### src/rtl/src_pixel_pack_if.sv
// Source byte stream in, packed pixel stream out. The master side drives the source
// video signals; the slave side is the packer.
interface src_pixel_pack_if #(
  parameter int unsigned SRC_DW  = 8,
  parameter int unsigned SRC_CHN = 3
) ();
  logic                       src_hsync;
  logic                       src_vsync;
  logic [SRC_DW-1:0]          src_data_in;
  logic                       pix_hsync;
  logic                       pix_vsync;
  logic                       pix_de;
  logic [SRC_DW*SRC_CHN-1:0]  pix_data;
  logic [11:0]                pix_x;
  logic [11:0]                pix_y;
  logic [15:0]                frame_cnt;
  logic [1:0]                 err;

  modport master (
    output src_hsync, src_vsync, src_data_in,
    input  pix_hsync, pix_vsync, pix_de, pix_data, pix_x, pix_y, frame_cnt, err
  );

  modport slave (
    input  src_hsync, src_vsync, src_data_in,
    output pix_hsync, pix_vsync, pix_de, pix_data, pix_x, pix_y, frame_cnt, err
  );
endinterface

### src/rtl/src_pixel_pack.sv
// Packs a byte-serial multi-channel video stream into parallel pixels with coordinates,
// a frame counter and sticky line framing errors.
module src_pixel_pack #(
  parameter int unsigned IW      = 640,
  parameter int unsigned IH      = 480,
  parameter int unsigned SRC_DW  = 8,
  parameter int unsigned SRC_CHN = 3
) (
  input  logic          clk,
  input  logic          rst_n,
  src_pixel_pack_if.slave bus
);
  localparam int unsigned PW = SRC_DW * SRC_CHN;
  localparam int unsigned AW = PW - SRC_DW;
  localparam int unsigned CW = (SRC_CHN > 1) ? $clog2(SRC_CHN) : 1;
  localparam logic [CW-1:0] ChnLast = CW'(SRC_CHN - 1);
  localparam logic [11:0]   LineLen = 12'(IW);

  if (SRC_CHN < 2 || IW < 1 || IW > 4095 || IH < 1) begin : g_bad_params
    $error("src_pixel_pack: unsupported parameter set");
  end

  // Arming: after reset, wait for hsync to be seen low and then high so a reset
  // released mid-line never starts packing on a misaligned byte.
  typedef enum logic [1:0] {StIdle, StSync, StArmed} state_e;

  state_e         state_q, state_d;
  logic           hsync_q, vsync_q;
  logic [CW-1:0]  chn_q, chn_d;
  logic [AW-1:0]  acc_q, acc_d;
  logic [11:0]    x_cnt_q, x_cnt_d;
  logic [11:0]    line_cnt_q, line_cnt_d;
  logic [15:0]    frame_cnt_q, frame_cnt_d;
  logic [1:0]     err_q, err_d;
  logic           pix_de_q, pix_de_d;
  logic [PW-1:0]  pix_data_q, pix_data_d;
  logic [11:0]    pix_x_q, pix_x_d;
  logic [11:0]    pix_y_q, pix_y_d;

  logic hs_fall, vs_rise, armed_now, run;

  assign hs_fall   = hsync_q & ~bus.src_hsync;
  assign vs_rise   = bus.src_vsync & ~vsync_q;
  assign armed_now = (state_q == StArmed) || (state_q == StSync && bus.src_hsync);
  assign run       = bus.src_hsync & bus.src_vsync & armed_now;

  always_comb begin
    state_d = state_q;
    unique case (state_q)
      StIdle:  if (!bus.src_hsync) state_d = StSync;
      StSync:  if (bus.src_hsync)  state_d = StArmed;
      StArmed: state_d = StArmed;
      default: state_d = StIdle;
    endcase
  end

  always_comb begin
    chn_d       = chn_q;
    acc_d       = acc_q;
    x_cnt_d     = x_cnt_q;
    line_cnt_d  = line_cnt_q;
    frame_cnt_d = frame_cnt_q;
    err_d       = err_q;
    pix_de_d    = 1'b0;
    pix_data_d  = pix_data_q;
    pix_x_d     = pix_x_q;
    pix_y_d     = pix_y_q;

    if (vs_rise) begin
      // Frame start outranks a coincident line end; that line's errors are dropped.
      chn_d       = '0;
      x_cnt_d     = '0;
      line_cnt_d  = '0;
      err_d       = '0;
      frame_cnt_d = frame_cnt_q + 16'd1;
    end else begin
      if (hs_fall && state_q == StArmed) begin
        if (chn_q != '0)       err_d[0] = 1'b1;
        if (x_cnt_q != LineLen) err_d[1] = 1'b1;
        if (x_cnt_q != '0)     line_cnt_d = line_cnt_q + 12'd1;
        x_cnt_d = '0;
        chn_d   = '0;
      end else if (run) begin
        acc_d = AW'({acc_q, bus.src_data_in});
        if (chn_q == ChnLast) begin
          pix_de_d   = 1'b1;
          pix_data_d = {acc_q, bus.src_data_in};
          pix_x_d    = x_cnt_q;
          pix_y_d    = line_cnt_q;
          x_cnt_d    = x_cnt_q + 12'd1;
          chn_d      = '0;
        end else begin
          chn_d = chn_q + CW'(1);
        end
      end
      if (!bus.src_vsync) begin
        chn_d   = '0;
        x_cnt_d = '0;
      end
    end
  end

  always_ff @(posedge clk) begin
    if (!rst_n) begin
      state_q     <= StIdle;
      hsync_q     <= 1'b0;
      vsync_q     <= 1'b0;
      chn_q       <= '0;
      acc_q       <= '0;
      x_cnt_q     <= '0;
      line_cnt_q  <= '0;
      frame_cnt_q <= '0;
      err_q       <= '0;
      pix_de_q    <= 1'b0;
      pix_data_q  <= '0;
      pix_x_q     <= '0;
      pix_y_q     <= '0;
    end else begin
      state_q     <= state_d;
      hsync_q     <= bus.src_hsync;
      vsync_q     <= bus.src_vsync;
      chn_q       <= chn_d;
      acc_q       <= acc_d;
      x_cnt_q     <= x_cnt_d;
      line_cnt_q  <= line_cnt_d;
      frame_cnt_q <= frame_cnt_d;
      err_q       <= err_d;
      pix_de_q    <= pix_de_d;
      pix_data_q  <= pix_data_d;
      pix_x_q     <= pix_x_d;
      pix_y_q     <= pix_y_d;
    end
  end

  assign bus.pix_hsync = hsync_q;
  assign bus.pix_vsync = vsync_q;
  assign bus.pix_de    = pix_de_q;
  assign bus.pix_data  = pix_data_q;
  assign bus.pix_x     = pix_x_q;
  assign bus.pix_y     = pix_y_q;
  assign bus.frame_cnt = frame_cnt_q;
  assign bus.err       = err_q;

endmodule

### src/flat_wrapper.sv
// flat-port wrapper written by rule: the top's interface ports become plain ports
module src_pixel_pack_flat 
#(
  parameter int unsigned IW      = 640,
  parameter int unsigned IH      = 480,
  parameter int unsigned SRC_DW  = 8,
  parameter int unsigned SRC_CHN = 3
)
  (clk, rst_n, bus_src_hsync, bus_src_vsync, bus_src_data_in, bus_pix_hsync, bus_pix_vsync, bus_pix_de, bus_pix_data, bus_pix_x, bus_pix_y, bus_frame_cnt, bus_err);
  src_pixel_pack_if #(.SRC_DW(SRC_DW), .SRC_CHN(SRC_CHN)) bus_i ();
  input  logic clk;
  input  logic rst_n;
  input wire logic [$bits(bus_i.src_hsync)-1:0] bus_src_hsync;
  input wire logic [$bits(bus_i.src_vsync)-1:0] bus_src_vsync;
  input wire logic [$bits(bus_i.src_data_in)-1:0] bus_src_data_in;
  output wire logic [$bits(bus_i.pix_hsync)-1:0] bus_pix_hsync;
  output wire logic [$bits(bus_i.pix_vsync)-1:0] bus_pix_vsync;
  output wire logic [$bits(bus_i.pix_de)-1:0] bus_pix_de;
  output wire logic [$bits(bus_i.pix_data)-1:0] bus_pix_data;
  output wire logic [$bits(bus_i.pix_x)-1:0] bus_pix_x;
  output wire logic [$bits(bus_i.pix_y)-1:0] bus_pix_y;
  output wire logic [$bits(bus_i.frame_cnt)-1:0] bus_frame_cnt;
  output wire logic [$bits(bus_i.err)-1:0] bus_err;
  assign bus_i.src_hsync = bus_src_hsync;
  assign bus_i.src_vsync = bus_src_vsync;
  assign bus_i.src_data_in = bus_src_data_in;
  assign bus_pix_hsync = bus_i.pix_hsync;
  assign bus_pix_vsync = bus_i.pix_vsync;
  assign bus_pix_de = bus_i.pix_de;
  assign bus_pix_data = bus_i.pix_data;
  assign bus_pix_x = bus_i.pix_x;
  assign bus_pix_y = bus_i.pix_y;
  assign bus_frame_cnt = bus_i.frame_cnt;
  assign bus_err = bus_i.err;
  src_pixel_pack #(.IW(IW), .IH(IH), .SRC_DW(SRC_DW), .SRC_CHN(SRC_CHN)) u_core (.clk(clk), .rst_n(rst_n), .bus(bus_i));
endmodule
### config.mk
export PLATFORM = sky130hd
export DESIGN_NAME = src_pixel_pack_flat
export DESIGN_NICKNAME = d
export VERILOG_FILES = /design/src/rtl/src_pixel_pack_if.sv /design/src/rtl/src_pixel_pack.sv /design/src/flat_wrapper.sv
export SDC_FILE = /design/constraint.sdc
export NUM_CORES = 1
export LEC_CHECK = 0
export CORE_MARGIN = 2
export CORE_UTILIZATION = 56
export CTS_BUF_LIST = sky130_fd_sc_hd__clkbuf_8 sky130_fd_sc_hd__clkbuf_16
export DETAILED_ROUTE_END_ITERATION = 8
export HOLD_SLACK_MARGIN = 0.05
export MAX_ROUTING_LAYER = met4
export PLACE_DENSITY_LB_ADDON = 0.05
export SLEW_MARGIN = 10
export SYNTH_ARGS = -nofsm -noshare
export SYNTH_HDL_FRONTEND = slang
export SYNTH_SLANG_ARGS = --single-unit
### constraint.sdc
create_clock -name clk -period 3.5 [get_ports clk]
set_clock_uncertainty 0.1 [all_clocks]
set_input_delay 0.35 -clock clk [delete_from_list [all_inputs] [get_ports clk]]
set_output_delay 0.35 -clock clk [all_outputs]
set_load 0.03 [all_outputs]
==> key figures, run 1 <==
Logic synthesis
  • Avg Cell Area, Syn: approximately 8.4 um2
  • Top post-synthesis cells by count: nand2_1, dfxtp_1, a21oi_1
  • Number of flops mapped to enable cells by yosys: 0
  • Post-Syn Nets: between 500 and 600
  • Cell count after synthesis: 544
  • Distinct cells, synth: 50
  • Synthesis-stage register bit count: around 110
  • Seq/Total Area, Yosys: roughly half
  • Ys async rst share: 0%
  • Cell area after synthesis: ~4600 um2
  • Yosys top cell area share: between 40 and 50%
  • Synth area leaders: dfxtp_1, nand2_1, a21oi_1, nor2_1, ha_1
  • YS warnings: 0
  • Count leader, synth: nand2_1
  • Primary FF master, synth: dfxtp_1
  • Area leader, netlist: dfxtp_1

Setup path
  • Critical path's top delay family: simple AND/OR/NAND/NOR gates
  • CP cell instances: inv_1, ha_1, or4b_4, nor4b_4, nor4_1, o21a_1
  • CP Buf/Inv Count: 1
  • R2r startpoint: u_core.x_cnt_q[0]
  • Critical path class: reg -> reg
  • WP data required: between 3 and 4 ns
  • Setup slack, reg-to-reg: between 0.9 and 1 ns
  • Crit path arrival time: 2.88 ns
  • Worst Setup SP: u_core.x_cnt_q[0]
  • Max incr delay on CP: a little over 0.9 ns
  • Crit path depth: 6
  • CP endpoint kind: flip-flop
  • Worst Path Max Fanout: 24
  • Slowest CP cell: nor4b_4
  • Critical Path Source Type: flip-flop
  • Worst r2r path cells: 6
  • Worst Setup EP: u_core.line_cnt_q[3]
  • Reg2reg end: u_core.line_cnt_q[3]

Global routing
  • Total global-route track usage: between 20% and 30%
  • Vias in the first global route: 3794
  • Initial antenna violation count: 0
  • Pin count of the biggest net entering global routing: 54
  • GRT overflow: 0
  • First-pass GRT wire length: about 18000 um

Routing
  • Via-per-instance ratio: 5.47
  • DR iter-0 viols: 180
  • Post-Route WL: a little over 10000 um
  • WL/cell: 14.2 um
  • Pre-antenna DRT Iters: 4
  • ANT nets after route: 0
  • Via count: 4005
  • DR DRC count: 0

Timing
  • Slew @ Worst Pin: ~1.1 ns
  • Final Slew Violations: 0
  • Fmax: about 0.39 GHz
  • Fin crit period: around 2.6 ns
  • Tcrit/Tclk final: ~74%
  • Worst slew margin: between 20% and 30%
  • Unrepaired setup endpoints after global routing: false
  • Final TNS setup: 0 ns
  • Fin. Hold Viols: 0
  • Final setup viols: 0

CTS
  • CTS tree: yes
  • Post-CTS Repair Setup Buffers: 0
  • Root Driver: clkbuf_8
  • TritonCTS Sinks: roughly 110
  • Total CTS buffers: 17
  • Hold buffer count at cts: 0
  • Post-CTS Resized: 0
  • H-tree levels: 4
  • Reg clk slew, reported paths: approximately 0.060 ns
  • Clk_lat worst skew: just over 0.5 ns
  • Max Buffers Root-to-Sink: 2

Cells and area
  • Ant. Diodes: 0
  • Non-filler cells, final: about 730
  • Filler cells: between 500 and 600
  • Layout cells sized above 1: roughly 10%
  • P&R area growth vs syn: 31.2%
  • Layout Nets: ~640

Die
  • Die ar.: just under 9000 um2
  • Initial core utilization: roughly three fifths
  • Row count: 32
  • Number of top-level pins: 81
  • Core Box Area: between 7000 and 8000 um2
  • Die Width: approximately 94 um
  • Die Y: roughly 94 um

Hold path
  • Hold WC Path Type: in -> reg

Place
  • Input/output buffers: 80
  • Final HPWL DP: about 6700 um
  • RD Place Congestion: 0.788
  • Cell count after placement: 700

Outcome
  • Status: finished clean

Job
  • Number of max-cap violations: 0

Pwr
  • Pwr/cell area: approximately 540 nW/um2
  • Leak Pwr: approximately 2 nW
  • Peak supply drop: roughly 430 uV
==> cell type report <==
cell class	instances	area, um2	area share [%]
clock buffers	18	428	7.13
clock inverters	14	179	2.98
inverters	11	41.3	0.688
multi-input cells	388	2120	35.3
flip-flops and latches	113	2260	37.7
well taps	102	128	2.13
repair buffers	86	846	14.1
==> worst min-delay path by stage <==
| stage | start | endpoint | cells past startpoint |
|---|---|---|---|
| 2_1_floorplan | u_core.acc_q[8] | u_core.bus.pix_data[16] | 2 |
| 3_3_place_gp | u_core.acc_q[12] | u_core.bus.pix_data[20] | 2 |
| 3_5_place_dp | u_core.bus.pix_data[18] | u_core.bus.pix_data[18] | 2 |
| 4_1_cts | bus_src_data_in[1] | u_core.acc_q[1] | 3 |
| 5_1_grt | bus_src_data_in[2] | u_core.acc_q[2] | 3 |
| 6_report | bus_src_data_in[3] | u_core.bus.pix_data[3] | 3 |
==> registers in the layout, indices dropped and copies added, names as in the netlist <==
signal	flops
u_core.bus.err	2
u_core.acc_q	16
u_core.bus.pix_vsync	1
u_core.line_cnt_q	12
u_core.x_cnt_q	12
u_core.chn_q	2
u_core.bus.pix_y	12
u_core.bus.pix_data	24
u_core.bus.pix_hsync	1
u_core.bus.frame_cnt	16
u_core.bus.pix_de	1
u_core.state_q	2
u_core.bus.pix_x	12
==> tightest hold or removal path, delay by kind of cell <==
family | cells | cell delay (ns)
AOI/OAI and AO/OA | 1 | 0.05
buffers and inverters | 1 | 0.43
and+or+nand+nor | 1 | 0.07
==> power by group <==
group	switching (mW)	internal (mW)	leakage, nW
clock	0.618	1.11	0.288
sequential	0.0142	1.31	0.911
combinational	0.114	0.0652	0.810
total	0.746	2.48	2.01
==> per-stage QoR <==
| stage | hold WS [ns] | setup slack [ns] | area (um2) | util (%) | power, mW |
|---|---|---|---|---|---|
| finish | 0.335 | 0.917 | 6000 | 76.9 | 3.23 |
| global route | 0.342 | 0.731 | 6000 | 76.9 | 3.34 |
| CTS | 0.320 | 0.908 | 6000 | 76.9 | 3.25 |
| detailed placement | 0.347 | 0.729 | 5390 | 69.1 | 1.52 |
| global placement | 0.337 | 0.811 | 5390 | 69.1 | 1.52 |
| floorplan | 0.332 | 1.46 | 4570 | - | 1.47 |
==> cells in the final DEF (no fill, tap or decap), types with 5 or more instances in the layout <==
| cell type | n |
|---|---|
| ha_1 | 8 |
| clkbuf_16 | 16 |
| a21oi_1 | 77 |
| clkdlybuf4s50_1 | 80 |
| a21oi_2 | 7 |
| xor2_1 | 11 |
| xnor2_1 | 7 |
| or4_1 | 5 |
| nor3_1 | 5 |
| o31ai_1 | 7 |
| nor2_1 | 36 |
| buf_4 | 6 |
| dfxtp_1 | 113 |
| o21ai_0 | 5 |
| inv_1 | 10 |
| nand2_1 | 139 |
| nand4_1 | 9 |
| or4_2 | 7 |
| nand3_1 | 14 |
==> per-layer routing <==
layer / routed length [um] / vias to the layer above / GRT usage, %
li1: - / 2006 / -
met1: 4730 / 1892 / 31.2
met2: 5120 / 99 / 41.9
met3: 469 / 8 / 5.99
met4: 66 / 0 / 9.78
met5: 0 / - / -
==> kinds of logic after synthesis <==
| family | after synthesis | share of synthesized area (%) |
|---|---|---|
| compound gates | 112 | 14.2 |
| xor+xnor | 18 | 3.45 |
| fa+ha+maj | 8 | 2.19 |
| buf+inv | 43 | 4.43 |
| flops | 113 | 49.5 |
| mux | 4 | 0.930 |
| simple gates | 246 | 25.3 |
Note: power is estimated with default switching activity, not from simulation.
==> run 2: changes to the inputs <==
CORE_UTILIZATION = 52   (was 56)
clock period = 2.55 ns   (was 3.5 ns; I/O delays follow)
==> run 2 against run 1 <==
Against the previous run: via count is 0.85% higher; sequential cell count is the same; combinational power is 51% higher; final cell count increased by 1.4%; non-clock buffer count is 4 higher; power grew 33%; die area is 7.4% higher; critical path type unchanged.
==> key figures, run 2 (synthesis gave the netlist of run 1 again) <==
Setup path
  • CP cell instances: inv_1, ha_1, o211ai_1, or4_1, nor3_1, mux2_2 (was inv_1, ha_1, or4b_4, nor4b_4, nor4_1, o21a_1)
  • WP data required: 2.85 ns (was 3.80 ns)
  • Slowest CP cell: or4_1 (was nor4b_4)
  • Critical Path Source Type: flip-flop (unchanged)
  • CP endpoint kind: flip-flop (unchanged)
  • Critical path's top delay family: simple AND/OR/NAND/NOR gates (unchanged)
  • CP Buf/Inv Count: 1 (unchanged)
  • Max incr delay on CP: 0.62 ns (was 0.93 ns)
  • Crit path arrival time: 2.58 ns (was 2.88 ns)
  • Worst Path Max Fanout: 6 (was 24)
  • Critical path class: reg -> reg (unchanged)

CTS
  • Root Driver: clkbuf_8 (unchanged)
  • Reg clk slew, reported paths: 0.06 ns (about the same)
  • TritonCTS Sinks: 113 (unchanged)
  • Clk_lat worst skew: 0.52 ns (was 0.51 ns)
  • H-tree levels: 4 (unchanged)
  • CTS tree: yes (unchanged)
  • Max Buffers Root-to-Sink: 2 (unchanged)
  • Post-CTS Repair Setup Buffers: 0 (unchanged)
  • Post-CTS Resized: 0 (unchanged)
  • Total CTS buffers: 17 (unchanged)
  • Hold buffer count at cts: 0 (unchanged)

Die
  • Initial core utilization: 53.0% (was 58.6%)
  • Row count: 34 (was 32)
  • Die Width: 97.8 um (was 94.4 um)
  • Die ar.: 9560 um2 (was 8910 um2)
  • Die Y: 97.8 um (was 94.4 um)
  • Number of top-level pins: 81 (unchanged)
  • Core Box Area: 8640 um2 (was 7810 um2)

Job
  • Number of max-cap violations: 0 (unchanged)

Timing
  • Final Slew Violations: 0 (unchanged)
  • Final setup viols: 0 (unchanged)
  • Tcrit/Tclk final: 89.3% (was 73.8%)
  • Final TNS setup: 0 ns (unchanged)
  • Unrepaired setup endpoints after global routing: false (unchanged)
  • Worst slew margin: 68.4% (was 29.1%)
  • Fin. Hold Viols: 0 (unchanged)
  • Slew @ Worst Pin: 0.475 ns (was 1.06 ns)
  • Fmax: 0.439 GHz (was 0.387 GHz)
  • Fin crit period: 2.28 ns (was 2.58 ns)

Cells and area
  • Layout cells sized above 1: 10.7% (was 10.2%)
  • Filler cells: 733 (was 567)
  • Max reg flops: 24 (unchanged)
  • Ant. Diodes: 0 (unchanged)
  • Non-filler cells, final: 742 (was 732)
  • P&R area growth vs syn: 31.5% (was 31.2%)
  • Commonest non-fill, non-tap cell in the layout: nand2_1 (unchanged)
  • Most frequent cells in the layout: nand2_1, dfxtp_1, clkdlybuf4s50_1 (unchanged)
  • Layout Nets: 641 (was 637)

Global routing
  • Total global-route track usage: 23.9% (was 25.7%)
  • Pin count of the biggest net entering global routing: 62 (was 54)
  • Initial antenna violation count: 0 (unchanged)
  • GRT overflow: 0 (unchanged)
  • First-pass GRT wire length: 18300 um (was 17600 um)
  • Vias in the first global route: 3920 (was 3794)

Place
  • RD Place Congestion: 0.819 (was 0.788)
  • Cell count after placement: 710 (was 700)
  • Final HPWL DP: 6880 um (was 6710 um)
  • Input/output buffers: 80 (unchanged)

Routing
  • Post-Route WL: 10800 um (was 10400 um)
  • ANT nets after route: 0 (unchanged)
  • Via count: 4039 (was 4005)
  • Pre-antenna DRT Iters: 4 (unchanged)
  • WL/cell: 14.5 um (was 14.2 um)
  • DR iter-0 viols: 156 (was 180)
  • Via-per-instance ratio: 5.44 (was 5.47)
  • DR DRC count: 0 (unchanged)

Hold path
  • Hold WC Path Type: in -> reg (unchanged)

Pwr
  • Leak Pwr: 2.02 nW (was 2.01 nW)
  • Pwr/cell area: 712 nW/um2 (was 538 nW/um2)
  • Peak supply drop: 514 uV (was 428 uV)

Outcome
  • Status: finished clean (unchanged)
## run 2: power breakdown
| part | switching [mW] | internal (mW) | total, mW |
|---|---|---|---|
| sequential | 0.0208 | 1.79 | 1.81 |
| clock | 0.873 | 1.33 | 2.20 |
| combinational | 0.170 | 0.101 | 0.271 |
## run 2: per-stage QoR
stage | instance area [um2] | util [%] | setup WS, ns | total power, mW | hold WS, ns
2_1_floorplan | 4570 | - | 0.511 | 2.02 | 0.282
3_3_place_gp | 5460 | 63.2 | 0.205 | 2.09 | 0.341
3_5_place_dp | 5460 | 63.2 | 0.113 | 2.11 | 0.347
4_1_cts | 6020 | 69.7 | 0.270 | 4.30 | 0.234
5_1_grt | 6020 | 69.7 | 0.167 | 4.43 | 0.246
6_report | 6020 | 69.7 | 0.274 | 4.28 | 0.249
## run 2: cell type report
class                           count  area [um2]  share of cell area [%]
Clock buffer                       18         428                    7.11
Sequential cell                   113        2260                    37.6
Timing Repair Buffer               90         901                    15.0
Multi-Input combinational cell    388        2120                    35.2
Inverter                           11        41.3                   0.686
Clock inverter                     14         131                    2.18
Tap cell                          108         135                    2.25
## run 2: layer usage
layer | GRT usage, % | routed length (um)
met1 | 29.1 | 5000
met2 | 39.0 | 5260
met3 | 6.44 | 410
met4 | 7.16 | 98
met5 | - | 0
## run 2: worst min-delay path: stages
cell and delay, ns:
clkdlybuf4s50_1 0.43, nand2_1 0.07, a21oi_1 0.05
## run 2: path summary, 6_finish.rpt
path	start	end	slack [ns]	depth (start not counted)
max	u_core.state_q[0]	u_core.x_cnt_q[11]	0.27	6
min	bus_src_data_in[4]	u_core.bus.pix_data[4]	0.25	3
max reg2reg	u_core.state_q[0]	u_core.x_cnt_q[11]	0.27	6
min reg2reg	u_core.bus.pix_data[17]	u_core.bus.pix_data[17]	0.35	2
